`config.mk`:
```
export PLATFORM = sky130hd
export DESIGN_NAME = imm_extend_buf
export DESIGN_NICKNAME = d
export VERILOG_FILES = /design/src/rtl/imm_extend_buf.sv
export SDC_FILE = /design/constraint.sdc
export NUM_CORES = 1
export LEC_CHECK = 0
export CAP_MARGIN = 0
export CELL_PAD_IN_SITES_DETAIL_PLACEMENT = 0
export CELL_PAD_IN_SITES_GLOBAL_PLACEMENT = 1
export CORE_ASPECT_RATIO = 0.7
export CORE_MARGIN = 10
export CORE_UTILIZATION = 44
export CTS_BUF_LIST = sky130_fd_sc_hd__clkbuf_4 sky130_fd_sc_hd__clkbuf_8
export CTS_CLUSTER_DIAMETER = 120
export DETAILED_ROUTE_END_ITERATION = 16
export PLACE_DENSITY = 0.9
export SYNTH_ARGS = -nofsm -noshare
export SYNTH_HDL_FRONTEND = slang
export SYNTH_SLANG_ARGS = --single-unit
```
`constraint.sdc`:
```
create_clock -name clk -period 2.9 [get_ports clk]
set_input_delay 0.29 -clock clk [delete_from_list [all_inputs] [get_ports clk]]
set_output_delay 0.29 -clock clk [all_outputs]
set_load 0.02 [all_outputs]
```
`src/rtl/imm_extend_buf.sv`:
```
// Registered immediate extender feeding a two-entry elastic buffer between decode and the ALU
// operand mux. Immediates are widened on entry and leave in FIFO order.
module imm_extend_buf #(
    parameter int unsigned word_size = 32,
    parameter int unsigned imm_size  = 16
) (
    input  logic                 clk,
    input  logic                 rst_n,
    input  logic                 flush,
    input  logic                 in_valid,
    output logic                 in_ready,
    input  logic [imm_size-1:0]  imm,
    input  logic [1:0]           mode,
    output logic                 out_valid,
    input  logic                 out_ready,
    output logic [word_size-1:0] ext_data,
    output logic [1:0]           ext_mode,
    output logic [1:0]           occupancy
);

    localparam int unsigned PadW = word_size - imm_size;

    // State encoding equals the entry count so occupancy is a direct read-out.
    typedef enum logic [1:0] {
        StEmpty = 2'd0,
        StOne   = 2'd1,
        StTwo   = 2'd2
    } state_e;

    state_e               state_q, state_d;
    logic [word_size-1:0] head_data_q, head_data_d;
    logic [word_size-1:0] tail_data_q, tail_data_d;
    logic [1:0]           head_mode_q, head_mode_d;
    logic [1:0]           tail_mode_q, tail_mode_d;
    logic [word_size-1:0] sext_in, ext_in;
    logic                 push, pop;

    always_comb begin
        sext_in = {{PadW{imm[imm_size-1]}}, imm};
        unique case (mode)
            2'd0: ext_in = {{PadW{1'b0}}, imm};
            2'd1: ext_in = sext_in;
            2'd2: ext_in = {imm, {PadW{1'b0}}};
            2'd3: ext_in = {sext_in[word_size-3:0], 2'b00};
        endcase
    end

    assign in_ready  = (state_q != StTwo);
    assign out_valid = (state_q != StEmpty);
    assign push      = in_valid && in_ready;
    assign pop       = out_valid && out_ready;

    always_comb begin
        state_d     = state_q;
        head_data_d = head_data_q;
        head_mode_d = head_mode_q;
        tail_data_d = tail_data_q;
        tail_mode_d = tail_mode_q;
        if (flush) begin
            state_d = StEmpty;
        end else begin
            unique case (state_q)
                StEmpty: begin
                    if (push) begin
                        head_data_d = ext_in;
                        head_mode_d = mode;
                        state_d     = StOne;
                    end
                end
                StOne: begin
                    if (push && pop) begin
                        head_data_d = ext_in;
                        head_mode_d = mode;
                    end else if (push) begin
                        tail_data_d = ext_in;
                        tail_mode_d = mode;
                        state_d     = StTwo;
                    end else if (pop) begin
                        state_d = StEmpty;
                    end
                end
                StTwo: begin
                    // in_ready is low here, so only a pop can happen.
                    if (pop) begin
                        head_data_d = tail_data_q;
                        head_mode_d = tail_mode_q;
                        state_d     = StOne;
                    end
                end
                default: state_d = StEmpty;
            endcase
        end
    end

    always_ff @(posedge clk) begin
        if (!rst_n) begin
            state_q     <= StEmpty;
            head_data_q <= '0;
            head_mode_q <= '0;
            tail_data_q <= '0;
            tail_mode_q <= '0;
        end else begin
            state_q     <= state_d;
            head_data_q <= head_data_d;
            head_mode_q <= head_mode_d;
            tail_data_q <= tail_data_d;
            tail_mode_q <= tail_mode_d;
        end
    end

    assign ext_data  = out_valid ? head_data_q : '0;
    assign ext_mode  = out_valid ? head_mode_q : '0;
    assign occupancy = state_q;

endmodule

```
* After elaboration in Yosys (flattened, before gate mapping) *
Cells that the tools add are included.

word-level totals
  word-level logic and storage cells = 47
  register bits = 70
  memory bits (writable) = 0
  ROM bits = 0
  bits in latches = 0
  memories = 0
  input port bits = 23
  output and inout bits = 38

cells by class
  multipliers = 0
  shift-type cells = 0
  multiplexer cells = 17
  equal/unequal tests = 11
  $lt $le $gt $ge = 0
  reductions and logical operators = 11
  add/subtract/negate cells = 0
  bitwise logic cells = 3
  div/mod/pow operators = 0

operators with widths
  kind                                                  count
  2-to-1 mux 32 bit                                     4
  case mux 32 bit (4 select lines)                      1
  case mux 32 bit (3 select lines)                      1
  2-to-1 mux 2 bit                                      9
  case mux 2 bit (3 select lines)                       2
  != test 2 bit (second input constant)                 5
  AND reduction 4 bit                                   2
  equality test 2 bit (second input constant)           3
  AND reduction 5 bit                                   1
  equality test 2 x 1 -> 1 bit (second input constant)  2
  zero test 2 bit                                       2
  logical AND 1 bit                                     3
  != test 3 bit (second input constant)                 1
  inverter 1 bit                                        3
  nonzero test 3 bit                                    1
  nonzero test 2 bit                                    1
  OR reduction 2 bit                                    1

* Logic depth before layout (Yosys ltp) *
Gate-level depths: netlist (run 1).

  depth in word-level cells = 6
  mapped depth = 7
  gate-level depth less buffers = 5

* Least setup slack after synthesis (run 1) *
Ideal clock, no wire load.

  path kind = flip-flop to flip-flop
  start point = register state_q[1], in the netlist occupancy[1]
  end point = register head_data_q[15]
  stages on the path, launching flop included = 6
  buffers on the path = 1
  setup time = 0.060 ns
  arrival time = 1.597 ns
  clock period less this slack = 1.656 ns
  required time = 2.840 ns
  slack = 1.244 ns
  cell sequence = dfxtp_1 > nor2b_2 > inv_2 > clkbuf_1 > a2111oi_0 > a31o_1

on the way
  longest elaborated chain between the ends = 5
  elaborated cells between the ends (all ways) = 14
  classes of those cells = eq/ne: 6; mux: 1; reduce/logical: 7

RTL lines
  item                                    RTL line  RTL
  start, declared                         30        state_e state_q, state_d;
  start signal, assigned                  97        state_q <= StEmpty;
  start signal, assigned                  103       state_q <= state_d;
  != test 2 bit *                         48        assign in_ready = (state_q != StTwo);
  named net in_ready                      11        output logic in_ready,
  logical AND 1 bit *                     50        assign push = in_valid && in_ready;
  logical AND 1 bit                       71        if (push && pop) begin
  != test 2 bit (no source line)          -
  AND reduction 5 bit (no source line) *  -
  end signal, assigned                    104       head_data_q <= head_data_d;
  end, declared                           31        logic [word_size-1:0] head_data_q, head_data_d;

Mark *: on every way through the listed nets, which the timed path passes. The rest lies on a longest branch.
A chain may end at the register's enable or synchronous reset.

* Worst setup path in the final report (run 1) *
  start point = register state_q[1], in the netlist occupancy[1]
  end point = output port ext_data[30]

on the way
  longest elaborated chain between the ends = 2

RTL lines
  item                RTL line  RTL
  nonzero test 2 bit  49        assign out_valid = (state_q != StEmpty);
  2-to-1 mux 32 bit   111       assign ext_data = out_valid ? head_data_q : '0;
  end, declared       16        output logic [word_size-1:0] ext_data,

Every way passes these cells.

==> run summary, run 1 <==
Outcome -> completed
Ys async rst share -> 0%
Cell leakage power -> 0.001756 µW
Setup violators final -> 0
Main synth FF type -> dfxtp_1
Worst-Skew Late Latency -> 0.35 ns
Rows -> 27
Final-report hold violation count -> 0
First-pass iteration count of the detailed router -> 4
Post-CTS Resized -> 0
Vias -> 3104
Area contributors post-synth -> dfxtp_1 (40%), nor2b_1 (9.7%), o211a_1 (8.0%)
Critical path arrival -> 2.14 ns
PortBufs -> 60
CTS tree -> yes
Number of fill cells -> 723
Number of flops mapped to enable cells by yosys -> 0
Die Footprint -> 11950 µm²
Core Region -> 7804 µm²
Synthesized area -> 3491 µm²
Gr usage total -> 15.79%
Crit start category -> flop
Slew @ Worst Pin -> 0.6015 ns
Synth Warn # -> 0
RSZ-0062 raised after global routing -> false
Vias per cell -> 5.780
Clock Skew -> 0.004497 ns
Tcrit/Tclk final -> 83.66%
Root Buffer -> clkbuf_8
Post-route ant nets -> 0
Crit Path Category -> reg2out
WL per Instance -> 17.83 µm
Fin. max-slew vios -> 0
Initial antenna violation count -> 0
Post-CTS Hold Buffers -> 0
Ant diodes -> 0
CP Data Required Time -> 2.61 ns
Sinks on Clock Net -> 70
Total CTS buffers -> 9
Crit path time final -> 2.426 ns
Initial drt markers -> 267
Crit-path max FO -> 16
Hold Worst Slack -> 0.4592 ns
Final Net Count -> 454
Max Cap Viol -> 0
Max-Slew Margin vs Limit -> 58.87%
Die W -> 126.5 µm
Routed WL -> 9.575 mm
Setup_tns -> 0 ns
Sequential element share of the synthesized area -> 40.14%
Worst VDD drop -> 231.2 µV
Grt ovf -> 0
Power consumption -> 2031 µW
Hpwl dp -> 6.364 mm
CP Capture Type -> output port
IO Pins -> 61
Worst hold path type -> in2reg
Bufs on Longest Clock Path -> 2
Final GP Congestion -> 0.7817
Syn-to-layout area delta -> 24.01%
# H-tree levels -> 3
Cells after Synth -> 393
Yosys top cell by area -> dfxtp_1
Initial Util -> 44.73%
Worst-path clk slew -> 0.08 ns
Synth Register Bits -> 70
Top cell type's share of synthesized area -> 40.14%
Mapped Avg Cell Area -> 8.883 µm²
Drc violations -> 0
Synthesized net count -> 416
Die Ht -> 94.52 µm
Setup Fix Bufs, Post-CTS -> 0
Vias in the first global route -> 3085
Power per cell area -> 469.1 nW/µm²
Achievable Freq -> 412.2 MHz
First-pass GRT wire length -> 15.60 mm
Yosys cell types -> 34
Largest net degree at the start of global routing -> 104
Layout cells sized above 1 -> 9.174%
-- power breakdown --
part	leakage, µW	internal (µW)	switching, µW	total [µW]
Clock	0.0000948	390	378	769
Combinational	0.00109	108	150	258
Sequential	0.000568	990	14.7	1000
-- state kept, by name, indices dropped and copies added (netlist names) --
register / count
tail_mode_q: 2
head_data_q: 32
head_mode_q: 2
occupancy: 2
tail_data_q: 32
-- Yosys cell counts, types with 2 or more instances --
master     count
nand2_1       35
buf_2         13
mux2_2         5
o21a_1         2
o211ai_1       4
and2_1         2
a31o_1        28
dfxtp_1       70
a21oi_1       32
and3b_1        2
nor2_1         3
buf_4          5
a2111oi_0     28
o211a_1       28
nor2b_2        2
mux2i_1        6
o21ai_0       33
nor2b_1       54
clkbuf_1      25
inv_1          2
-- final timing paths --
| path | start | end | slack [ns] | cells after the start |
|---|---|---|---|---|
| max | occupancy[1] | ext_data[30] | 0.47 | 4 |
| min | rst_n | tail_data_q[4] | 0.46 | 3 |
| max reg2reg | occupancy[1] | head_data_q[5] | 0.90 | 6 |
| min reg2reg | head_data_q[31] | head_data_q[31] | 0.46 | 2 |
-- critical path, cell delays in order, from the launching register on --
cell             delay (ns)
dfxtp_1                0.38
nor2_2                 0.47
buf_4                  0.31
nor2b_1                0.08
clkdlybuf4s50_1        0.54
-- logic make-up (layout without fill, tap and decap cells) --
logic type / after synthesis / in the layout / share of synthesized area, %
AOI/OAI and AO/OA: 162 / 162 / 34.30
buffers and inverters: 47 / 90 / 6.057
and+or+nand+nor: 103 / 103 / 16.17
DFF: 70 / 70 / 40.14
muxes: 11 / 11 / 3.333
-- per-layer routing --
metal / vias to the layer above / GRT usage, % / wire [µm]
met2: 76 / 25.34 / 4349
met3: 13 / 4.813 / 694
met5: - / 0 / 0
met1: 1491 / 19.78 / 4433
li1: 1524 / - / -
met4: 0 / 5.482 / 97
-- metrics by stage --
| step | std cells | area [µm²] | setup WS, ns | util, % |
|---|---|---|---|---|
| floorplan | 393 | 3491 | 1.244 | - |
| global placement | 521 | 4140 | 0.4965 | 53.05 |
| detailed placement | 521 | 4140 | 0.4060 | 53.05 |
| CTS | 537 | 4329 | 0.3826 | 55.48 |
| global route | 537 | 4329 | 0.3397 | 55.48 |
| finish | 537 | 4329 | 0.4737 | 55.48 |
-- placed cells by master (no fill, tap or decap), types with 2 or more instances in the layout --
| cell type | netlist | layout |
|---|---|---|
| dfxtp_1 | 70 | 70 |
| clkdlybuf4s50_1 | 0 | 59 |
| nor2b_1 | 54 | 54 |
| nand2_1 | 35 | 35 |
| o21ai_0 | 33 | 33 |
| a21oi_1 | 32 | 32 |
| o211a_1 | 28 | 28 |
| a2111oi_0 | 28 | 28 |
| a31o_1 | 28 | 28 |
| clkbuf_8 | 0 | 9 |
| buf_4 | 5 | 8 |
| mux2i_1 | 6 | 6 |
| mux2_2 | 5 | 5 |
| o211ai_1 | 4 | 4 |
| clkinv_2 | 0 | 4 |
| buf_12 | 0 | 3 |
| inv_1 | 2 | 2 |
| nor2b_2 | 2 | 2 |
| nor2_1 | 3 | 2 |
| and2_1 | 2 | 2 |
| and3b_1 | 2 | 2 |
| o21a_1 | 2 | 2 |
| clkinvlp_4 | 0 | 2 |
-- final cells by class --
type / count / area [µm²] / share of cell area [%]
well taps: 101 / 126.4 / 2.919
clock inverters: 7 / 65.06 / 1.503
repair buffers: 71 / 715.7 / 16.53
inverters: 3 / 11.26 / 0.2601
multi-input cells: 276 / 1886 / 43.55
flip-flops and latches: 70 / 1401 / 32.37
clock buffers: 9 / 123.9 / 2.861
Note: power is estimated with default switching activity, not from simulation.
==> run 2, diff against run 1 <==
--- a/config.mk
+++ b/config.mk
@@ -10,11 +10,11 @@
 export CELL_PAD_IN_SITES_GLOBAL_PLACEMENT = 1
 export CORE_ASPECT_RATIO = 0.7
 export CORE_MARGIN = 10
-export CORE_UTILIZATION = 44
+export CORE_UTILIZATION = 37
 export CTS_BUF_LIST = sky130_fd_sc_hd__clkbuf_4 sky130_fd_sc_hd__clkbuf_8
 export CTS_CLUSTER_DIAMETER = 120
 export DETAILED_ROUTE_END_ITERATION = 16
-export PLACE_DENSITY = 0.9
+export PLACE_DENSITY = 0.81
 export SYNTH_ARGS = -nofsm -noshare
 export SYNTH_HDL_FRONTEND = slang
 export SYNTH_SLANG_ARGS = --single-unit
==> constraint.sdc (replaced) <==
create_clock -name clk -period 2.1 [get_ports clk]
set_input_delay 0.21 -clock clk [delete_from_list [all_inputs] [get_ports clk]]
set_output_delay 0.21 -clock clk [all_outputs]
set_load 0.02 [all_outputs]
==> run summary, run 2 (synthesis gave the netlist of run 1 again) <==
Critical path's slowest cell -> a2111oi_0
First-pass GRT wire length -> 16.66 mm (+6.8%)
Final-report hold violation count -> 0 (unchanged)
Critical path arrival -> 2.28 ns (+0.14 ns)
Cell leakage power -> 0.001896 µW (+7.9%)
First-pass iteration count of the detailed router -> 5 (+1)
CTS tree -> yes
CP Data Required Time -> 2.40 ns (-0.21 ns)
Hold Worst Slack -> 0.2072 ns (-0.2520 ns)
Routed WL -> 10.19 mm (+6.4%)
Die Footprint -> 13780 µm² (+15%)
Gr usage total -> 14.92% (-0.87 points)
DP Area -> 4314 µm² (+4.2%)
Fin. max-slew vios -> 0 (unchanged)
Outcome -> completed
Power per cell area -> 690.6 nW/µm² (+47%)
Worst-path clk slew -> 0.08 ns (about the same)
Bufs on Longest Clock Path -> 2 (unchanged)
Number of fill cells -> 896 (+24%)
Most frequent CP cell -> buf_4
Layout cells sized above 1 -> 12.58% (+3.4 points)
Tcrit/Tclk final -> 94.42%
WL per Instance -> 17.66 µm (-0.94%)
Most frequent cells in the layout -> dfxtp_1 (70), clkdlybuf4s50_1 (58), nor2b_1 (54), nand2_1 (35), o21ai_0 (33)
Initial Util -> 38.18% (-6.6 points)
Ant diodes -> 0 (unchanged)
Vias per cell -> 5.608 (-3.0%)
Core Region -> 9144 µm² (+17%)
Die Ht -> 101.3 µm (+7.1%)
Hpwl dp -> 7.183 mm (+13%)
Die W -> 136.1 µm (+7.6%)
Clock Skew -> 0.01360 ns (+0.009103 ns)
Crit path time final -> 1.983 ns
Setup crit start -> occupancy[0]
Final GP Congestion -> 0.8380 (+7.2%)
Vias -> 3236 (+4.3%)
Max Cap Viol -> 0 (unchanged)
Syn-to-layout area delta -> 31.79%
PortBufs -> 60 (unchanged)
Final Net Count -> 471 (+3.7%)
Drc violations -> 0 (unchanged)
# H-tree levels -> 3 (unchanged)
Initial drt markers -> 230 (-14%)
Largest stage delay on the critical path -> 0.58 ns (+0.04 ns)
IO Pins -> 61 (unchanged)
Initial antenna violation count -> 0 (unchanged)
Largest net degree at the start of global routing -> 64 (-38%)
Worst hold path type -> in2reg
Slew @ Worst Pin -> 0.6474 ns (+0.04599 ns)
Total CTS buffers -> 9 (unchanged)
Max-Slew Margin vs Limit -> 55.72% (-3.1 points)
Crit start category -> flop
RSZ-0062 raised after global routing -> false
Achievable Freq -> 504.4 MHz
Pre-CTS setup slack -> -0.06097 ns (-0.4670 ns)
Largest registers -> head_data_q x32, tail_data_q x32
Reg2Reg Setup Slack -> 0.12 ns (-0.78 ns)
Post-route ant nets -> 0 (unchanged)
Post-Layout Cell Count -> 577 (+7.4%)
Vias in the first global route -> 3103 (+0.58%)
Crit-path max FO -> 33 (+17)
Most common cell after layout, fill and taps aside -> dfxtp_1
Sinks on Clock Net -> 70 (unchanged)
Post-route worst setup slack -> 0.1173 ns (-0.3565 ns)
Post-CTS Hold Buffers -> 0 (unchanged)
Post-route cell area -> 4601 µm² (+6.3%)
Crit Path Category -> reg2reg
Worst-Skew Late Latency -> 0.35 ns (about the same)
Inst Count DP -> 560 (+7.5%)
Worst VDD drop -> 337.3 µV (+46%)
Setup violators final -> 0 (unchanged)
FF-to-FF Start -> occupancy[0]
CP Capture Type -> flop
Worst-path cell chain -> buf_4, nor2b_2, inv_4, buf_12, a2111oi_0, buf_4, a31o_1
Root Buffer -> clkbuf_8
Grt ovf -> 0 (unchanged)
Rows -> 29 (+7.4%)
HP Start -> rst_n
run 2: cell count changes in the layout (fill, tap and decap cells not counted):
cell             previous run  this run
clkinv_2                    4         0
inv_4                       0         1
inv_2                       1         0
clkinvlp_4                  2         0
buf_12                      3         6
dlymetal6s2s_1              0         1
bufinv_16                   1         3
nor2_2                      1         0
clkdlybuf4s50_1            59        58
nor2_4                      0         1
clkbuf_4                    0         2
buf_4                       8        22
clkbuf_8                    9        11
run 2: metrics by stage:
stage	setup TNS, ns	power (µW)	util, %
floorplan	0	1630	-
global placement	-0.1032	1794	47.18
detailed placement	-0.08378	1802	47.18
CTS	0	3200	50.29
global route	0	3287	50.31
finish	0	3177	50.31
run 2: routing by layer:
metal	routed length [µm]	up-vias	global-route usage, %
li1	-	1559	-
met1	4752	1534	19.48
met2	4514	134	23.14
met3	816	9	4.500
met4	107	0	4.735
met5	0	-	0
run 2: power breakdown:
part	switching, µW	internal, µW
clock network	515	882
logic	216	176
registers	21.4	1370
total	753	2420
run 2: critical path, delay by kind of cell, from the launching register on:
family | cells | cell delay [ns]
buffers and inverters | 4 | 0.73
AND/OR/NAND/NOR | 1 | 0.20
AO/OA/AOI/OAI | 2 | 0.66
flip-flops | 1 | 0.33
run 2: cell type report:
cell class | instances | area, µm² | share of cell area (%)
Sequential cell | 70 | 1401 | 30.46
Timing Repair Buffer | 88 | 883.3 | 19.20
Inverter | 3 | 13.76 | 0.2992
Clock inverter | 3 | 90.09 | 1.958
Multi-Input combinational cell | 276 | 1891 | 41.09
Tap cell | 124 | 155.1 | 3.372
Clock buffer | 13 | 166.4 | 3.617
run 2: repair_timing:
| item | 4_1_cts | 5_1_grt |
|---|---|---|
| endpoints found under the setup margin | 36 | 1 |
| gates cloned | 0 | 0 |
| gates resized for setup | 2 | 1 |
| pin swaps | 1 | 0 |
| buffers inserted | 1 | 0 |
run 2: worst paths after layout:
| check | end | depth (start not counted) |
|---|---|---|
| max | head_data_q[13] | 7 |
| min | tail_data_q[11] | 2 |
| max reg2reg | head_data_q[13] | 7 |
| min reg2reg | head_data_q[31] | 2 |
